===== src/rtl/spi_apb_bridge.sv =====
// spi_apb_bridge: SPI slave (mode 0, MSB first) acting as an APB initiator.
// A two-byte frame {rw, rsvd, addr} + data performs exactly one APB transfer.
// All SPI pins are oversampled on PCLK; SCK is never used as a clock.
// Optional feature: define SPI_APB_PREADY_EN to let the ACCESS phase wait for PREADY.
module spi_apb_bridge #(
  parameter int ADDR_W      = 4,
  parameter int SYNC_STAGES = 2
) (
  input  logic              PCLK,
  input  logic              PRESET,
  input  logic              s_sck,
  input  logic              s_ss,
  input  logic              s_mosi,
  output logic              s_miso,
  output logic              s_miso_oe,
  output logic              PSEL,
  output logic              PENABLE,
  output logic              PWRITE,
  output logic [ADDR_W-1:0] PADDR,
  output logic [7:0]        PWDATA,
  input  logic [7:0]        PRDATA,
  input  logic              PREADY,
  output logic              busy,
  output logic              frame_err
);

  typedef enum logic [2:0] {
    IDLE, CMD, RD_SETUP, RD_ACCESS, DATA, WR_SETUP, WR_ACCESS, HOLD
  } state_t;

  state_t state, state_next;

  logic [SYNC_STAGES-1:0] sck_sync, ss_sync, mosi_sync;
  logic                   sck_s, ss_s, mosi_s, sck_q;
  logic                   sck_rise, sck_fall;
  logic [6:0]             rx_sr;
  logic [7:0]             tx_sr;
  logic [7:0]             shift_byte;
  logic [2:0]             bit_cnt;
  logic                   is_write;
  logic                   late;
  logic                   apb_ready;

`ifdef SPI_APB_PREADY_EN
  assign apb_ready = PREADY;
`else
  logic unused_pready;
  assign apb_ready    = 1'b1;
  assign unused_pready = PREADY;
`endif

  // Resynchronise the asynchronous SPI pins; cleared to 0 so a reset mid-frame looks like ss still low
  always_ff @(posedge PCLK) begin
    if (PRESET) begin
      sck_sync  <= '0;
      ss_sync   <= '0;
      mosi_sync <= '0;
    end else begin
      sck_sync  <= {sck_sync[SYNC_STAGES-2:0], s_sck};
      ss_sync   <= {ss_sync[SYNC_STAGES-2:0], s_ss};
      mosi_sync <= {mosi_sync[SYNC_STAGES-2:0], s_mosi};
    end
  end

  assign sck_s      = sck_sync[SYNC_STAGES-1];
  assign ss_s       = ss_sync[SYNC_STAGES-1];
  assign mosi_s     = mosi_sync[SYNC_STAGES-1];
  assign sck_rise   = sck_s & ~sck_q;
  assign sck_fall   = ~sck_s & sck_q;
  assign shift_byte = {rx_sr, mosi_s};

  // State register; a reset while ss is still low parks in HOLD so the rest of that frame is discarded
  always_ff @(posedge PCLK) begin
    if (PRESET) begin
      state <= ss_s ? IDLE : HOLD;
    end else begin
      state <= state_next;
    end
  end

  // Next-state logic; APB phases always run to completion before ss is looked at
  always_comb begin
    state_next = state;
    case (state)
      IDLE:      if (!ss_s) state_next = CMD;
      CMD: begin
        if (ss_s) begin
          state_next = IDLE;
        end else if (sck_rise && bit_cnt == 3'd7) begin
          state_next = shift_byte[7] ? DATA : RD_SETUP;
        end
      end
      RD_SETUP:  state_next = RD_ACCESS;
      RD_ACCESS: if (apb_ready) state_next = ss_s ? IDLE : DATA;
      DATA: begin
        if (ss_s) begin
          state_next = IDLE;
        end else if (sck_rise && bit_cnt == 3'd7) begin
          state_next = is_write ? WR_SETUP : HOLD;
        end
      end
      WR_SETUP:  state_next = WR_ACCESS;
      WR_ACCESS: if (apb_ready) state_next = HOLD;
      HOLD:      if (ss_s) state_next = IDLE;
      default:   state_next = IDLE;
    endcase
  end

  // APB control strobes decoded straight from the state
  always_comb begin
    PSEL    = 1'b0;
    PENABLE = 1'b0;
    PWRITE  = 1'b0;
    case (state)
      RD_SETUP:  PSEL = 1'b1;
      RD_ACCESS: begin
        PSEL    = 1'b1;
        PENABLE = 1'b1;
      end
      WR_SETUP: begin
        PSEL   = 1'b1;
        PWRITE = 1'b1;
      end
      WR_ACCESS: begin
        PSEL    = 1'b1;
        PENABLE = 1'b1;
        PWRITE  = 1'b1;
      end
      default: ;
    endcase
  end

  // Shift registers, APB address/data, MISO and status flags
  always_ff @(posedge PCLK) begin
    if (PRESET) begin
      sck_q     <= 1'b0;
      rx_sr     <= '0;
      tx_sr     <= '0;
      bit_cnt   <= '0;
      is_write  <= 1'b0;
      late      <= 1'b0;
      PADDR     <= '0;
      PWDATA    <= '0;
      s_miso    <= 1'b0;
      s_miso_oe <= 1'b0;
      busy      <= 1'b0;
      frame_err <= 1'b0;
    end else begin
      sck_q     <= sck_s;
      s_miso_oe <= ~ss_s;
      frame_err <= 1'b0;
      case (state)
        IDLE: begin
          bit_cnt <= '0;
          tx_sr   <= '0;
          late    <= 1'b0;
          s_miso  <= 1'b0;
          if (!ss_s) busy <= 1'b1;
        end
        CMD: begin
          s_miso <= 1'b0;
          if (ss_s) begin
            frame_err <= 1'b1;
            busy      <= 1'b0;
          end else if (sck_rise) begin
            rx_sr   <= shift_byte[6:0];
            bit_cnt <= bit_cnt + 3'd1;
            if (bit_cnt == 3'd7) begin
              is_write <= shift_byte[7];
              PADDR    <= shift_byte[ADDR_W-1:0];
            end
          end
        end
        RD_SETUP, RD_ACCESS: begin
          s_miso <= 1'b0;
          if (sck_rise) begin
            rx_sr   <= shift_byte[6:0];
            bit_cnt <= bit_cnt + 3'd1;
          end
          if (sck_fall && !late) begin
            late      <= 1'b1;
            frame_err <= 1'b1;
          end
          if (state == RD_ACCESS && apb_ready) begin
            tx_sr <= (late || sck_fall) ? 8'h00 : PRDATA;
            if (ss_s) busy <= 1'b0;
          end
        end
        DATA: begin
          if (ss_s) begin
            frame_err <= 1'b1;
            busy      <= 1'b0;
            s_miso    <= 1'b0;
          end else begin
            if (sck_fall) begin
              s_miso <= tx_sr[7];
              tx_sr  <= {tx_sr[6:0], 1'b0};
            end
            if (sck_rise) begin
              rx_sr   <= shift_byte[6:0];
              bit_cnt <= bit_cnt + 3'd1;
              if (bit_cnt == 3'd7 && is_write) PWDATA <= shift_byte;
            end
          end
        end
        HOLD: begin
          s_miso <= 1'b0;
          if (ss_s) busy <= 1'b0;
        end
        default: s_miso <= 1'b0;
      endcase
    end
  end

endmodule


===== config.mk =====
export PLATFORM = sky130hd
export DESIGN_NAME = spi_apb_bridge
export DESIGN_NICKNAME = d
export VERILOG_FILES = /design/src/rtl/spi_apb_bridge.sv
export SDC_FILE = /design/constraint.sdc
export NUM_CORES = 1
export LEC_CHECK = 0
export BUFFER_PORTS_ARGS = -buffer_cell sky130_fd_sc_hd__buf_2
export CAP_MARGIN = 20
export CORE_MARGIN = 2
export CORE_UTILIZATION = 59
export DETAILED_ROUTE_END_ITERATION = 10
export PLACE_DENSITY = 0.83
export SLEW_MARGIN = 20
export SYNTH_ARGS = -nofsm -noshare
export SYNTH_HDL_FRONTEND = slang
export SYNTH_SLANG_ARGS = --single-unit

===== constraint.sdc =====
create_clock -name PCLK -period 2.8 [get_ports PCLK]
set_clock_uncertainty 0.1 [all_clocks]
set_input_delay 0.14 -clock PCLK [delete_from_list [all_inputs] [get_ports PCLK]]
set_output_delay 0.14 -clock PCLK [all_outputs]
set_load 0.02 [all_outputs]

==> results.py <==
metrics = {
    "status": {
        "status": "completed",
    },
    "synthesis": {
        "yosysTopAreaCell": "dfxtp_1",
        "yosys.area.top_type_share": 0.424,
        "yosysMostFrequentCell": "dfxtp_1",
        "syn_avg_cell_area_um2": 9.76,
        "ys_ff_latch": 46,
        "synth_ff_type": "dfxtp_1",
        "syn-num-nets": 224,
        "async_flop_share": 0,
        "ys_types": 47,
        "synth_seq_area_share": 0.468,
        "synth_warnings": 0,
        "synth_edf_count": 3,
        "synthCells": 208,
        "syn_area_um2": 2030,
        "synth_area_leaders": "dfxtp_1 (42%), mux2i_1 (10%), edfxtp_1 (4.4%), nor2_1 (4.3%), a21oi_1 (3.5%)",
        "synth_common_cells": "dfxtp_1 (43), nor2_1 (23), mux2i_1 (21)",
    },
    "floorplan": {
        "design.die.area_um2": 3930,
        "start_util": 0.613,
        "core-area_um2": 3310,
        "ios": 33,
        "num_rows": 21,
        "die_x_um": 62.7,
        "die_h_um": 62.7,
    },
    "global_routing": {
        "grt_usage": 0.213,
        "grt_pass1_vias": 1431,
        "antenna_found_initial": 0,
        "grt_first_pass_wirelength_mm": 6.67,
        "grt_use_met3": 0.0505,
        "grt-busiest-layer": "met2",
        "met1_usage": 0.276,
        "grt_max_degree": 20,
        "grt_use_met2": 0.347,
        "grt-ovfl-total": 0,
    },
    "routing": {
        "vias_per_cell": 5.48,
        "drc": 0,
        "drtIter0Drc": 112,
        "antenna_left": 0,
        "dr.pass1.iters": 4,
        "num_vias": 1585,
        "drt_wl_total_mm": 3.83,
        "wl_per_cell_um": 13.2,
    },
    "sta": {
        "fin_setup_tns_ns": 0,
        "setup_violations": 0,
        "maxSlewViolCount": 0,
        "fmax_ghz": 0.475,
        "hold_viol": 0,
        "rsz0062_at_grt": "false",
        "fin_crit_sh": 0.752,
        "fin_crit_ns": 2.10,
        "timing.hold.ws_ns": 0.00724,
        "tightest_slew_ns": 0.654,
        "slew_headroom": 0.564,
    },
    "worst_setup_path": {
        "critPathMaxFanout": 19,
        "critPathLaunch": "state[0]",
        "critPathRequiredTime_ns": 2.75,
        "path_class": "reg2reg",
        "startpoint_type": "register",
        "cp_data_arrival_time_ns": 2.05,
        "crit_path_end_kind": "register",
        "r2r_start": "state[0]",
    },
    "clock_network": {
        "cts_max_level": 2,
        "clk_path_buf_depth": 2,
        "tritoncts": "built",
        "postCtsSetupBuffers": 0,
        "cts-buffers-inserted": 5,
        "root_buffer": "clkbuf_4",
        "clkLatencyLatePin_ns": 0.36,
        "clkTransAtPathRegs_ns": 0.13,
        "cts.sinks": 46,
    },
    "flow_run": {
        "maxCapViolations": 0,
    },
    "placement": {
        "portBuffers": 31,
        "hpwlAfterDp_mm": 2.52,
        "place_inst": 270,
        "gp_congestion": 0.798,
    },
    "power": {
        "power.density_nw_per_um2": 641,
        "vdd_ir_drop_max_uv": 495,
        "leakage_uw": 0.000973,
        "power_uw": 1490,
    },
    "final_layout": {
        "nFillCells": 276,
        "fin_cells": 289,
        "final_nets": 258,
        "syn2layout_area_growth_pct": 14.2,
        "final_layout_size_suffix_gt1_frac": 0.189,
        "antennaDiodeCount": 0,
    },
    "min_path": {
        "hold_start": "PRESET",
        "hold_class": "in2reg",
    },
}
worst max-delay path: stages, from the launching register on:
cell,delay [ns]
edfxtp_1,0.79
xor2_1,0.19
a21boi_0,0.17
o211a_1,0.22
a41oi_1,0.31
final timing paths:
check,slack [ns],end,depth (start not counted)
min reg2reg,0.36,ss_sync[1],1
min,0.007,busy,2
max reg2reg,0.70,state[0],4
max,0.70,state[0],4
flip-flops by register name (all words and copies together) (netlist names):
name	cells
s_miso	1
sck_q	1
state	3
rx_sr	7
bit_cnt	3
busy	1
PWDATA	8
s_miso_oe	1
late	1
ss_sync	2
PADDR	4
is_write	1
tx_sr	8
frame_err	1
sck_sync	2
mosi_sync	2
timing repair:
action / CTS / global route
resized for setup: 0 / 0
hold buffers: 11 / 0
endpoints found under the hold margin: 11 / 0
power breakdown:
group | switching, uW | internal [uW] | leakage [uW]
logic | 210 | 165 | 0.000562
registers | 82.5 | 722 | 0.000379
clock network | 209 | 98.8 | 0.0000322
total | 501 | 985 | 0.000973
per-stage QoR:
step	instance area, um2	utilization	setup WS [ns]
after floorplan	2030	-	1.11
after global placement	2150	0.650	0.770
after detailed placement	2150	0.650	0.727
after CTS	2320	0.700	0.712
after global routing	2320	0.700	0.527
final	2320	0.700	0.695
layout by cell type, fill, tap and decap left out, types with 2 or more instances in the layout:
cell type	Yosys	final
edfxtp_1	3	3
xnor2_1	2	2
nor2b_1	11	11
buf_4	1	4
nor4b_1	2	2
o21ai_0	6	6
buf_2	6	31
inv_1	2	2
nor3_1	3	3
mux2i_1	21	21
o211a_1	2	2
clkbuf_4	0	5
o31ai_1	8	8
dlygate4sd3_1	0	11
nand2b_1	2	2
o21a_1	2	2
nand2_1	10	10
a22oi_1	7	7
ha_1	2	2
a32o_1	2	2
a21oi_1	14	14
dfxtp_1	43	43
nor3b_1	2	2
nor2_1	23	23
layer usage:
metal	wire (um)	vias to the layer above
met5	0	-
met1	1830	725
met2	1750	42
met3	188	7
met4	60	0
li1	-	811
cells by family (layout without fill, tap and decap cells):
logic type | Yosys count | in the layout | synth area share
and+or+nand+nor | 64 | 64 | 0.171
AOI/OAI and AO/OA | 50 | 50 | 0.166
DFF | 46 | 46 | 0.468
buffers and inverters | 22 | 57 | 0.0659
muxes | 21 | 21 | 0.104
xor gates and xnor gates | 3 | 3 | 0.0129
adders and majority gates | 2 | 2 | 0.0123
cell type report:
type,count,area [um2],area share
Clock buffer,6,41.3,0.0178
Sequential cell,46,951,0.410
Inverter,3,13.8,0.00594
Tap cell,46,57.6,0.0248
Multi-Input combinational cell,140,946,0.408
Timing Repair Buffer,46,295,0.127
Clock inverter,2,13.8,0.00594
Note: power is estimated with default switching activity, not from simulation.
